$ cat config.mk
export PLATFORM = sky130hd
export DESIGN_NAME = multicycle_controller
export DESIGN_NICKNAME = d
export VERILOG_FILES = /design/src/rtl/mips_ctrl_pkg.sv /design/src/rtl/mc_alu_decoder.sv /design/src/rtl/multicycle_controller.sv
export SDC_FILE = /design/constraint.sdc
export NUM_CORES = 1
export LEC_CHECK = 0
export CORE_MARGIN = 4
export CORE_UTILIZATION = 50
export DETAILED_ROUTE_END_ITERATION = 7
export PLACE_DENSITY = 0.84
export SKIP_LAST_GASP = 1
export SLEW_MARGIN = 20
export SYNTH_ARGS = -nofsm -noshare
export SYNTH_HDL_FRONTEND = slang
export SYNTH_HIERARCHICAL = 1
export SYNTH_SLANG_ARGS = --single-unit
$ cat constraint.sdc
create_clock -name clk -period 3.45 [get_ports clk]
set_input_delay 0.5175 -clock clk [delete_from_list [all_inputs] [get_ports clk]]
set_output_delay 0.5175 -clock clk [all_outputs]
set_load 0.005 [all_outputs]
$ cat src/rtl/mips_ctrl_pkg.sv
// Shared encodings for the multicycle MIPS controller: states, opcodes, functs,
// ALUOp/ALU control codes and the per-state control word.
package mips_ctrl_pkg;

  typedef enum logic [3:0] {
    S_FETCH   = 4'd0,
    S_DECODE  = 4'd1,
    S_MEMADR  = 4'd2,
    S_MEMRD   = 4'd3,
    S_MEMWB   = 4'd4,
    S_MEMWR   = 4'd5,
    S_EXECUTE = 4'd6,
    S_ALUWB   = 4'd7,
    S_BRANCH  = 4'd8,
    S_ADDIEX  = 4'd9,
    S_IWB     = 4'd10,
    S_JUMP    = 4'd11,
    S_ORIEX   = 4'd12
  } state_t;

  localparam logic [5:0] OP_RTYPE = 6'b000000;
  localparam logic [5:0] OP_LW    = 6'b100011;
  localparam logic [5:0] OP_SW    = 6'b101011;
  localparam logic [5:0] OP_BEQ   = 6'b000100;
  localparam logic [5:0] OP_BNE   = 6'b000101;
  localparam logic [5:0] OP_ADDI  = 6'b001000;
  localparam logic [5:0] OP_ORI   = 6'b001101;
  localparam logic [5:0] OP_J     = 6'b000010;

  localparam logic [5:0] FN_ADD = 6'b100000;
  localparam logic [5:0] FN_SUB = 6'b100010;
  localparam logic [5:0] FN_AND = 6'b100100;
  localparam logic [5:0] FN_OR  = 6'b100101;
  localparam logic [5:0] FN_SLT = 6'b101010;

  localparam logic [1:0] ALUOP_ADD   = 2'b00;
  localparam logic [1:0] ALUOP_SUB   = 2'b01;
  localparam logic [1:0] ALUOP_FUNCT = 2'b10;
  localparam logic [1:0] ALUOP_OR    = 2'b11;

  localparam logic [2:0] ALU_AND = 3'b000;
  localparam logic [2:0] ALU_OR  = 3'b001;
  localparam logic [2:0] ALU_ADD = 3'b010;
  localparam logic [2:0] ALU_SUB = 3'b110;
  localparam logic [2:0] ALU_SLT = 3'b111;

  // pc_fetch/pc_jump/pc_branch are qualifiers; the top combines them with
  // mem_ready and zero to form pc_en and ir_write.
  typedef struct packed {
    logic       mem_req;
    logic       iord;
    logic       mem_write;
    logic       reg_dst;
    logic       mem_to_reg;
    logic       reg_write;
    logic       alu_src_a;
    logic [1:0] alu_src_b;
    logic       imm_zext;
    logic [1:0] pc_src;
    logic [1:0] alu_op;
    logic       pc_fetch;
    logic       pc_jump;
    logic       pc_branch;
  } ctrl_t;

  function automatic ctrl_t state_ctrl(input state_t s);
    ctrl_t c;
    c = '0;
    case (s)
      S_FETCH: begin
        c.mem_req   = 1'b1;
        c.alu_src_b = 2'b01;
        c.pc_fetch  = 1'b1;
      end
      S_DECODE:  c.alu_src_b = 2'b11;
      S_MEMADR: begin
        c.alu_src_a = 1'b1;
        c.alu_src_b = 2'b10;
      end
      S_MEMRD: begin
        c.mem_req = 1'b1;
        c.iord    = 1'b1;
      end
      S_MEMWB: begin
        c.mem_to_reg = 1'b1;
        c.reg_write  = 1'b1;
      end
      S_MEMWR: begin
        c.mem_req   = 1'b1;
        c.iord      = 1'b1;
        c.mem_write = 1'b1;
      end
      S_EXECUTE: begin
        c.alu_src_a = 1'b1;
        c.alu_op    = ALUOP_FUNCT;
      end
      S_ALUWB: begin
        c.reg_dst   = 1'b1;
        c.reg_write = 1'b1;
      end
      S_BRANCH: begin
        c.alu_src_a = 1'b1;
        c.alu_op    = ALUOP_SUB;
        c.pc_src    = 2'b01;
        c.pc_branch = 1'b1;
      end
      S_ADDIEX: begin
        c.alu_src_a = 1'b1;
        c.alu_src_b = 2'b10;
      end
      S_ORIEX: begin
        c.alu_src_a = 1'b1;
        c.alu_src_b = 2'b10;
        c.alu_op    = ALUOP_OR;
        c.imm_zext  = 1'b1;
      end
      S_IWB:     c.reg_write = 1'b1;
      S_JUMP: begin
        c.pc_src  = 2'b10;
        c.pc_jump = 1'b1;
      end
      default: c = '0;
    endcase
    return c;
  endfunction

endpackage

$ cat src/rtl/mc_alu_decoder.sv
// ALU control decode: (ALUOp, funct) -> 3-bit ALU op, plus R-type funct legality.
module mc_alu_decoder
  import mips_ctrl_pkg::*;
(
  input  logic [1:0] alu_op,
  input  logic [5:0] funct,
  output logic [2:0] alu_control,
  output logic       funct_valid
);

  always_comb begin
    funct_valid = 1'b0;
    case (funct)
      FN_ADD, FN_SUB, FN_AND, FN_OR, FN_SLT: funct_valid = 1'b1;
      default:                               funct_valid = 1'b0;
    endcase
  end

  always_comb begin
    alu_control = ALU_ADD;
    case (alu_op)
      ALUOP_ADD: alu_control = ALU_ADD;
      ALUOP_SUB: alu_control = ALU_SUB;
      ALUOP_OR:  alu_control = ALU_OR;
      default: begin
        case (funct)
          FN_ADD:  alu_control = ALU_ADD;
          FN_SUB:  alu_control = ALU_SUB;
          FN_AND:  alu_control = ALU_AND;
          FN_OR:   alu_control = ALU_OR;
          FN_SLT:  alu_control = ALU_SLT;
          default: alu_control = ALU_ADD;
        endcase
      end
    endcase
  end

endmodule

$ cat src/rtl/multicycle_controller.sv
// Multicycle MIPS control FSM: Moore control word registered alongside the state,
// with mem_ready/zero/reset qualifying the enables that must react in-cycle.
module multicycle_controller
  import mips_ctrl_pkg::*;
#(
  parameter bit EN_BNE        = 1'b1,
  parameter bit EN_ORI        = 1'b1,
  parameter bit MEM_HANDSHAKE = 1'b1
) (
  input  logic       clk,
  input  logic       reset,
  input  logic [5:0] opcode,
  input  logic [5:0] funct,
  input  logic       zero,
  input  logic       mem_ready,
  output logic       mem_req,
  output logic       iord,
  output logic       mem_write,
  output logic       ir_write,
  output logic       reg_dst,
  output logic       mem_to_reg,
  output logic       reg_write,
  output logic       alu_src_a,
  output logic [1:0] alu_src_b,
  output logic       imm_zext,
  output logic [1:0] pc_src,
  output logic       pc_en,
  output logic [2:0] alu_control,
  output logic       illegal_instr,
  output logic [3:0] state_o
);

  state_t state, state_nxt;
  ctrl_t  ctrl_q;
  logic   is_bne;
  logic   illegal;
  logic   funct_valid;
  logic   ready;

  assign ready = MEM_HANDSHAKE ? mem_ready : 1'b1;

  mc_alu_decoder u_alu_dec (
    .alu_op      (ctrl_q.alu_op),
    .funct       (funct),
    .alu_control (alu_control),
    .funct_valid (funct_valid)
  );

  always_comb begin
    state_nxt = state;
    illegal   = 1'b0;
    case (state)
      S_FETCH:  if (ready) state_nxt = S_DECODE;
      S_DECODE: begin
        state_nxt = S_FETCH;
        case (opcode)
          OP_LW, OP_SW: state_nxt = S_MEMADR;
          OP_RTYPE: begin
            if (funct_valid) state_nxt = S_EXECUTE;
            else             illegal   = 1'b1;
          end
          OP_BEQ:  state_nxt = S_BRANCH;
          OP_BNE: begin
            if (EN_BNE) state_nxt = S_BRANCH;
            else        illegal   = 1'b1;
          end
          OP_ADDI: state_nxt = S_ADDIEX;
          OP_ORI: begin
            if (EN_ORI) state_nxt = S_ORIEX;
            else        illegal   = 1'b1;
          end
          OP_J:    state_nxt = S_JUMP;
          default: illegal = 1'b1;
        endcase
      end
      S_MEMADR:  state_nxt = (opcode == OP_SW) ? S_MEMWR : S_MEMRD;
      S_MEMRD:   if (ready) state_nxt = S_MEMWB;
      S_MEMWR:   if (ready) state_nxt = S_FETCH;
      S_EXECUTE: state_nxt = S_ALUWB;
      S_ADDIEX,
      S_ORIEX:   state_nxt = S_IWB;
      default:   state_nxt = S_FETCH;
    endcase
  end

  // Control word tracks the state it will describe, so it is valid the same
  // cycle the state register updates.
  always_ff @(posedge clk) begin
    if (reset) begin
      state  <= S_FETCH;
      ctrl_q <= state_ctrl(S_FETCH);
      is_bne <= 1'b0;
    end else begin
      state  <= state_nxt;
      ctrl_q <= state_ctrl(state_nxt);
      if (state == S_DECODE) is_bne <= (opcode == OP_BNE);
    end
  end

  assign mem_req       = ctrl_q.mem_req   & ~reset;
  assign mem_write     = ctrl_q.mem_write & ~reset;
  assign reg_write     = ctrl_q.reg_write & ~reset;
  assign ir_write      = ctrl_q.pc_fetch & ready & ~reset;
  assign pc_en         = ~reset & ((ctrl_q.pc_fetch & ready) | ctrl_q.pc_jump |
                                   (ctrl_q.pc_branch & (zero ^ is_bne)));
  assign illegal_instr = illegal & ~reset;

  assign iord       = ctrl_q.iord;
  assign reg_dst    = ctrl_q.reg_dst;
  assign mem_to_reg = ctrl_q.mem_to_reg;
  assign alu_src_a  = ctrl_q.alu_src_a;
  assign alu_src_b  = ctrl_q.alu_src_b;
  assign imm_zext   = ctrl_q.imm_zext;
  assign pc_src     = ctrl_q.pc_src;
  assign state_o    = state;

endmodule

* Yosys cells after proc, flatten, opt, wreduce, memory -nomap -nowiden
Index checks and enable logic that the tools add are counted.
** Cells by class
- Equality and inequality tests :: 33
- Multiplexer cells :: 27
- Bitwise operators :: 12
- Reductions and logical operators :: 14
** Operators by type and width (count)
- $eq A6 B6 Y1 const B :: 7
- $eq A4 B4 Y1 const B :: 7
- $pmux W4 S7 :: 1
- $eq A4 B3 Y1 const B :: 6
- $pmux W4 S6 :: 1
- $eq A4 B2 Y1 const B :: 4
- $mux W1 :: 14
- $eq A6 B3 Y1 const B :: 2
- $eq A6 B4 Y1 const B :: 2
- $mux W4 :: 3
- $pmux W2 S3 :: 2
- $pmux W3 S4 :: 1
- $reduce_or A5 Y1 :: 2
- $pmux W3 S3 :: 1
- $reduce_or A3 Y1 :: 3
- $and A1 B1 Y1 :: 8
- $eq A4 B1 Y1 const B :: 2
- $logic_not A4 Y1 :: 2
- $reduce_or A2 Y1 :: 4
- $reduce_or A7 Y1 :: 1
- $eq A6 B2 Y1 const B :: 1
- $logic_not A6 Y1 :: 1
- $mux W3 :: 2
- $pmux W2 S2 :: 1
- other kinds (7) :: 8
** Storage, ports and cells
- Register bits :: 22
- Input port bits :: 16
- Output and inout bits :: 22

* Depth between registers and ports, before layout
- Depth in word-level cells :: 9
- Mapped depth :: 8
- Mapped depth without buffers :: 7

* Modules after synthesis
The synthesis kept the hierarchy.
** Modules (own cells, without submodules)
- multicycle_controller :: instances 1, cells an instance 136, area an instance 1212.4 µm², sequential area each 420.4 µm²
- mc_alu_decoder :: instances 1, cells an instance 11, area an instance 91.3 µm², sequential area each 0.0 µm²

* Worst setup path after synthesis
Ideal clock, no wire load.
- Path type :: input to register
- Start point :: input funct[2]
- End point :: register ctrl_q, in the netlist alu_src_b[1]
- Setup time :: 0.086 ns
- Data arrival time :: 2.234 ns
- Required time :: 3.364 ns
- Path slack :: 1.129 ns
- Stages :: 7
- Buffers on the path :: 0
- Path through :: mux2_2 -> nor4b_1 -> nor2_1 -> nor4bb_1 -> nor3_1 -> or4_1 -> a221oi_2
** Between the ends
- Cells in the longest elaborated chain, start to end :: 9
** Ends and longest elaborated chain
- from (decl) :: RTL line multicycle_controller.sv:13 : input logic [5:0] funct,
- $eq A6 B6 Y1 :: RTL line mc_alu_decoder.sv:13 : case (funct)
- $reduce_or A5 Y1 (*) :: RTL line mc_alu_decoder.sv:13
- $mux W1 (*) :: RTL line mc_alu_decoder.sv:13
- net funct_valid :: RTL line multicycle_controller.sv:37 : logic funct_valid;
- $mux W3 (*) :: RTL line multicycle_controller.sv:59 : if (funct_valid) state_nxt = S_EXECUTE;
- $pmux W4 S6 (*) :: RTL line multicycle_controller.sv:56 : case (opcode)
- $pmux W4 S7 (*) :: RTL line multicycle_controller.sv:52 : case (state)
- $eq A4 B4 Y1 / $eq A4 B2 Y1 (equally long branches) :: RTL line mips_ctrl_pkg.sv:69 : case (s)
- $reduce_or A3 Y1 (no source line)
- $pmux W2 S3 (*) :: RTL line mips_ctrl_pkg.sv:69
- to (signal assigned) :: RTL line multicycle_controller.sv:91 : ctrl_q <= state_ctrl(S_FETCH);
- to (signal assigned) :: RTL line multicycle_controller.sv:95 : ctrl_q <= state_ctrl(state_nxt);
- to (decl) :: RTL line multicycle_controller.sv:34 : ctrl_t ctrl_q;
Mark *: on every way through the listed nets, which the timed path passes. The rest lies on a longest branch.
A chain may end at the register's enable or synchronous reset.

* Worst setup path after layout
- Start point :: input funct[2]
- End point :: output illegal_instr
** Between the ends
- Cells in the longest elaborated chain, start to end :: 7
** Ends and longest elaborated chain
- $eq A6 B6 Y1 :: RTL line mc_alu_decoder.sv:13
- $reduce_or A5 Y1 (*) :: RTL line mc_alu_decoder.sv:13
- $mux W1 (*) :: RTL line mc_alu_decoder.sv:13
- net funct_valid :: RTL line multicycle_controller.sv:37
- $mux W1 (*) :: RTL line multicycle_controller.sv:59
- $pmux W1 S2 (*) :: RTL line multicycle_controller.sv:56
- $mux W1 (*) :: RTL line multicycle_controller.sv:52
- $and A1 B1 Y1 (*) :: RTL line multicycle_controller.sv:106 : assign illegal_instr = illegal & ~reset;
- to (decl) :: RTL line multicycle_controller.sv:29 : output logic illegal_instr,
Marked as above.

==> impl_metrics.tcl <==
set metrics [dict create \
    cts_setup_buffers 0 \
    worstPathMaxFanout 3 \
    path_common_cell "clkdlybuf4s50_1" \
    synthTopCellsByArea "dfxtp_1 32%, nor3_1 3.8%, buf_4 3.5%" \
    grt_most_used_layer "met2" \
    initial_core_util_pct 52.6 \
    core_area_sq_mm 0.00248 \
    whs_ns 0.492 \
    crit_family "buffers and inverters" \
    synthTopCellsByCount "21 x dfxtp_1, 11 x nor2_1, 10 x nor3_1" \
    netlist_area_sq_mm 0.00130 \
    cp.required_ns 2.93 \
    status "finished clean" \
    cp.arrival_ns 2.73 \
    slowest_stage "clkdlybuf4s50_1" \
    total_power_uw 454 \
    synth_top_area_share_pct 32.2 \
    cts_max_path_buffers 2 \
    yosys.cell_types.count 56 \
    drtIter0Drc 46 \
    diodes 0 \
    clock_tree.root_cell "clkbuf_4" \
    async_reset_ff_share_pct 0 \
    cts_num_sinks 21 \
    rsz0062_at_grt "false" \
    critPathLaunchType "input port" \
    p_leak_nw 0.593 \
    power_density_mw_per_mm2 271 \
    ys.warnings.count 6 \
    die_w_um 59.1 \
    fin_crit_sh_pct 94.3 \
    antenna_found_initial 0 \
    largest-register "ctrl_q" \
    fin_nets 195 \
    cp_num_buf_inv 2 \
    slew_viol_final 0 \
    use_met3_pct 5.45 \
    drive_gt1_share_pct 11.8 \
    worstPathCellList "clkdlybuf4s50_1 -> mux2_2 -> nor4b_1 -> nor4b_2 -> a22o_1 -> nor4_1 -> clkdlybuf4s50_1" \
    reg2reg_depth 5 \
    worstReg2RegStart "state_o[0]$_SDFF_PP0_" \
    synth_flop_cell "dfxtp_1" \
    stdcell_count 208 \
    vias 1259 \
    r2r-end "alu_src_b[1]$_SDFF_PP0_" \
    area_growth_pct 28.6 \
    synthCells 147 \
    clk_latency_ns 0.30 \
    routed_via_density 6.05 \
    grt_max_degree 13 \
    muxShareOfSynthArea_pct 1.63 \
    ir_worst_vdd_v 0.000250 \
    clk_pin_slew_ns 0.10 \
    cts_resized 0 \
    synth_top_family_by_area "simple AND/OR/NAND/NOR gates" \
    place_inst 204 \
    finalCriticalPeriod_ns 3.25 \
    rows 18 \
    fin_tns_setup_ns 0 \
    use_met2_pct 34.1 \
    synth_edf_count 0 \
    ys_ff_latch 21 \
    hold_buffers 0 \
    swShare_pct 25.7 \
    reg2reg_slack_ns 1.26 \
    largest_register_ff_count 8 \
    whs_path_depth 2 \
    synthXorXnorAreaFrac_pct 2.02 \
    grt_pass1_vias 1242 \
    tightestPinTransition_ns 0.620 \
    pwr-share-comb_pct 19.9 \
    post-synth-top-area-cell "dfxtp_1" \
    grt_pass1_wl_um 5370 \
    seq_power_share_pct 55.3 \
    setup_violations 0 \
    port_buffers 37 \
    yosysMostFrequentCell "dfxtp_1" \
    routed_wl_um 3200 \
    hp-class "flop to flop" \
    synth_compound_area_share_pct 19.8 \
    p_sw_uw 117 \
    dp.final_hpwl_um 2540 \
    place_ws_ns 0.116 \
    path_class "input port to primary output" \
    fmaxAchievable_ghz 0.307 \
    gr-usage-all-layers_pct 19.5 \
    place_congestion 0.854 \
    seq_area_frac_synth_pct 32.2 \
    power_frac_clock_pct 24.8 \
    internal-power_uw 337 \
    worstHoldStart "is_bne$_SDFFE_PP0P_" \
    ant_nets 0 \
    syn_area_per_cell_sq_um 8.87 \
    hold_viol 0 \
    die_area_sq_mm 0.00349 \
    hold_end "is_bne$_SDFFE_PP0P_" \
    synthAdderAreaFrac_pct 0 \
    yosys.area_share.simple_pct 36.5 \
    cts_htree_levels 1 \
    cts_tree "built" \
    grt.overflow.total 0 \
    dieHeight_um 59.1 \
    worst_slack_ns 0.198 \
    cts_buffers 3 \
    num_io_pins 38 \
    worstSetupEndpointType "primary output" \
    relSlewSlack_pct 58.4 \
    drt_pass1_iterations 4 \
    syn_nets 163 \
    use_met1_pct 24.0 \
    finClkSkew_ns 0.00288 \
    routedWlPerCell_um 15.4 \
    drc_errors 0 \
    slowest_delay_ns 0.51 \
    drv_cap 0 \
]
-- power groups by stage --
stage	sequential [mW]	combinational, mW	clock (mW)
after floorplan	0.254	0.0519	0
after global placement	0.256	0.0866	0
after detailed placement	0.257	0.0888	0
after CTS	0.251	0.0894	0.115
after global routing	0.252	0.0978	0.122
final	0.251	0.0905	0.112
-- placed cells by master (no fill, tap or decap), drive strengths merged, types with 2 or more instances in the layout --
| cell type | count |
|---|---|
| clkbuf | 3 |
| and3 | 6 |
| a21oi | 5 |
| nor4 | 2 |
| o31ai | 3 |
| nor2b | 6 |
| inv | 3 |
| a221oi | 2 |
| dfxtp | 21 |
| nor4b | 6 |
| nor2 | 11 |
| nand3 | 3 |
| a31oi | 2 |
| xnor2 | 2 |
| clkdlybuf4s50 | 37 |
| o221ai | 2 |
| nand2 | 9 |
| and3b | 2 |
| buf | 3 |
| nor3 | 10 |
| nand3b | 2 |
| nor4bb | 2 |
| nand2b | 6 |
| o21ai | 5 |
| and2 | 2 |
-- metal layers --
metal | vias to the layer above | wire (um)
met3 | 0 | 263
met2 | 53 | 1570
li1 | 612 | -
met4 | 0 | 0
met5 | - | 0
met1 | 594 | 1370
-- worst register-to-register path: stages, from the launching register on --
cell and delay, ns:
dfxtp_1 0.58, nor2_1 0.15, a22oi_1 0.26, o221ai_2 0.25, or4_1 0.64, a221oi_2 0.23
-- metrics by stage --
stage | utilization, % | area (sq um)
2_1_floorplan | - | 1300
3_3_place_gp | 66.3 | 1640
3_5_place_dp | 66.3 | 1640
4_1_cts | 67.4 | 1670
5_1_grt | 67.7 | 1680
6_report | 67.7 | 1680
-- area by class of cell --
class                      count  area, sq um
fill                         225          801
clock inverter                 1         5.00
clock buffer                   3         22.5
tap                           30         37.5
timing repair buffer          40          393
inverter                       3         11.3
multi-input combinational    110          787
sequential                    21          420
-- worst max-delay path by stage --
stage	from	slack, ns	depth (start not counted)	end
after detailed placement	funct[2]	0.12	7	illegal_instr
final	funct[2]	0.20	7	illegal_instr
after floorplan	funct[2]	1.13	7	alu_src_b[1]$_SDFF_PP0_
after global placement	funct[2]	0.24	7	illegal_instr
after CTS	funct[2]	0.1	7	illegal_instr
after global routing	funct[2]	0.06	7	illegal_instr
-- logic make-up (layout without fill, tap and decap cells) --
kind of cell / after synthesis / count (layout)
xor+xnor: 3 / 3
simple gates: 74 / 74
compound gates: 31 / 31
flops: 21 / 21
buf+inv: 16 / 47
mux: 2 / 2
No activity file was read; power rests on OpenSTA's default activity.
==> edit (same flow settings) <==
Change the parameter `EN_ORI` from 1'b1 to 1'b0.
--- a/src/rtl/multicycle_controller.sv
+++ b/src/rtl/multicycle_controller.sv
@@ -6,3 +6,3 @@
   parameter bit EN_BNE        = 1'b1,
-  parameter bit EN_ORI        = 1'b1,
+  parameter bit EN_ORI        = 1'b0,
   parameter bit MEM_HANDSHAKE = 1'b1
Check against the original RTL: not equivalent (a bounded check fails within 4 cycles, from zero or initial values and one cycle with reset high).
==> edit against the original RTL <==
- synthesized area fell by 7.3%
- power is 0.82% higher
- worst setup slack better by 320 ps
- routed wire length decreased by 5.9%
- final area decreased by 6.4%
- sequential cell count unchanged
- largest cell class unchanged
- critical path type unchanged
- synthesized cell count fell by 5.4%
- register-to-register slack worse by 90 ps
- clock skew is 0.70 ps lower
- highest routed layer is now met4
==> edit: results (changes against the original RTL) <==
stage,metric,value,unit,change
status,status,"complete, no violations",,
critical_path,RR Startpoint,state_o[0],,
placement,cell area after placement,1540,sq um,-6.2%
clock_tree,setup bufs post-CTS,0,,unchanged
pwr,Peak VDD IR,0.000351,V,+40%
global_route,vias in the first global route,1137,,-8.5%
drt,DR iter-0 viols,45,,-2.2%
clock_tree,post-CTS resize count,0,,unchanged
critical_path,worst r2r dst,alu_src_b[0],,
clock_tree,worst skew pair latency,310,ps,
yosys,sequential area share after synthesis,34.8,%,+2.5 points
clock_tree,CTS Buf Count,3,,unchanged
hold_path,worst hold endpoint,is_bne,,
yosys,ys flop type,dfxtp_1,,
global_route,largest net degree at the start of global routing,16,,+3
critical_path,r2r setup slk,1170,ps,-90 ps
global_route,initial antenna violation count,0,,unchanged
placement,input/output buffers,37,,unchanged
clock_tree,CTS Buffer Depth,2,,unchanged
finish,# fillers,186,,-17%
yosys,synth warn,6,,unchanged
sta,Tightest Pin Transition,712,ps,+91.1 ps
yosys,synth cell count leaders,"21 x dfxtp_1, 13 x nor2_1, 10 x a21oi_1, 8 x nand2_1, 8 x nor2b_1",,
pwr,Pleak,0.570,nW,-3.9%
hold_path,hold path startpoint,is_bne,,
global_route,GRT Total Usage,19.1,%,-0.43 points
sta,Worst Clk Skew,2.18,ps,-0.702 ps
critical_path,worst r2r path cells,7,,+2
drt,First-pass DRT Iterations,4,,unchanged
yosys,Synth area leaders,"dfxtp_1 35%, buf_4 4.3%, a21oi_1 4.1%",,
finish,most flop-heavy register,ctrl_q,,
sta,hold slack,481,ps,-11.4 ps
drt,drt total wl,3010,um,-5.9%
critical_path,Crit Path Max Fanout,7,,+4
placement,Post-DP HPWL,2330,um,-8.2%
clock_tree,H-tree levels,1,,unchanged
hold_path,Hold Path Stages,2,,unchanged
yosys,library cells used by synthesis,52,,-7.1%
finish,ant diodes,0,,unchanged
hold_path,worst hold path type,register to register,,
finish,Largest register FFs,8,,unchanged
global_route,first-pass GRT wire length,4980,um,-7.2%
finish,share of cells above drive strength 1,9.47,%,-2.3 points
drt,drt via density,5.94,,-1.8%
finish,nets@finish,186,,-4.6%
yosys,Synth Net Count,155,,-4.9%
yosys,fraction of registers with async set/reset,0,%,unchanged
clock_tree,CTS root buffer,clkbuf_4,,
clock_tree,clk slew on worst S/H paths,100,ps,about the same
placement,RePlAce Congestion,0.792,,-7.3%
## edit: stage by stage
step                util (%)  worst slack [ps]  std cells
finish                  69.6               519        197
global route            69.6               407        197
floorplan                  -              1370        139
CTS                     69.6               517        197
global placement        68.4               517        193
detailed placement      68.4               527        193
## edit: worst max-delay path by stage
stage | end | cells past startpoint | from
6_report | illegal_instr | 5 | opcode[3]
5_1_grt | illegal_instr | 7 | funct[2]
4_1_cts | illegal_instr | 7 | funct[2]
3_5_place_dp | illegal_instr | 7 | funct[2]
3_3_place_gp | illegal_instr | 7 | funct[2]
2_1_floorplan | alu_src_b[0] | 7 | funct[2]
## edit: area by class of cell
type	count	share of cell area (%)
Clock inverter	1	0.319
Clock buffer	3	1.44
Tap cell	28	2.23
Inverter	3	0.718
Timing Repair Buffer	39	24.6
Multi-Input combinational cell	102	43.9
Sequential cell	21	26.8
## edit: layer usage
layer,share of wire [%],global-route usage (%),vias up
met3,8.4,5.66,7
met4,1.7,4.97,0
li1,-,-,562
met1,40,21.9,548
met5,0,0,-
met2,50,34.3,54
## edit: worst max-delay path, stage by stage
cell	delay, ps
clkdlybuf4s50_1	550
nor4b_1	230
o31a_1	310
nor4_1	260
clkdlybuf4s50_1	540
## edit: cells by family (layout without fill, tap and decap cells)
family | after synthesis | count (layout) | synth area share [%]
simple gates | 66 | 66 | 34.3
compound gates | 30 | 30 | 18.5
flops | 21 | 21 | 34.8
buf+inv | 16 | 46 | 8.18
xor+xnor | 3 | 3 | 2.17
mux | 2 | 2 | 1.76
other cells | 1 | 1 | 0.310
## edit: where the power goes
part           switching [mW]  total [mW]  internal (mW)
clock network          0.0711       0.114         0.0434
registers             0.00532       0.254          0.249
logic                  0.0397      0.0892         0.0495
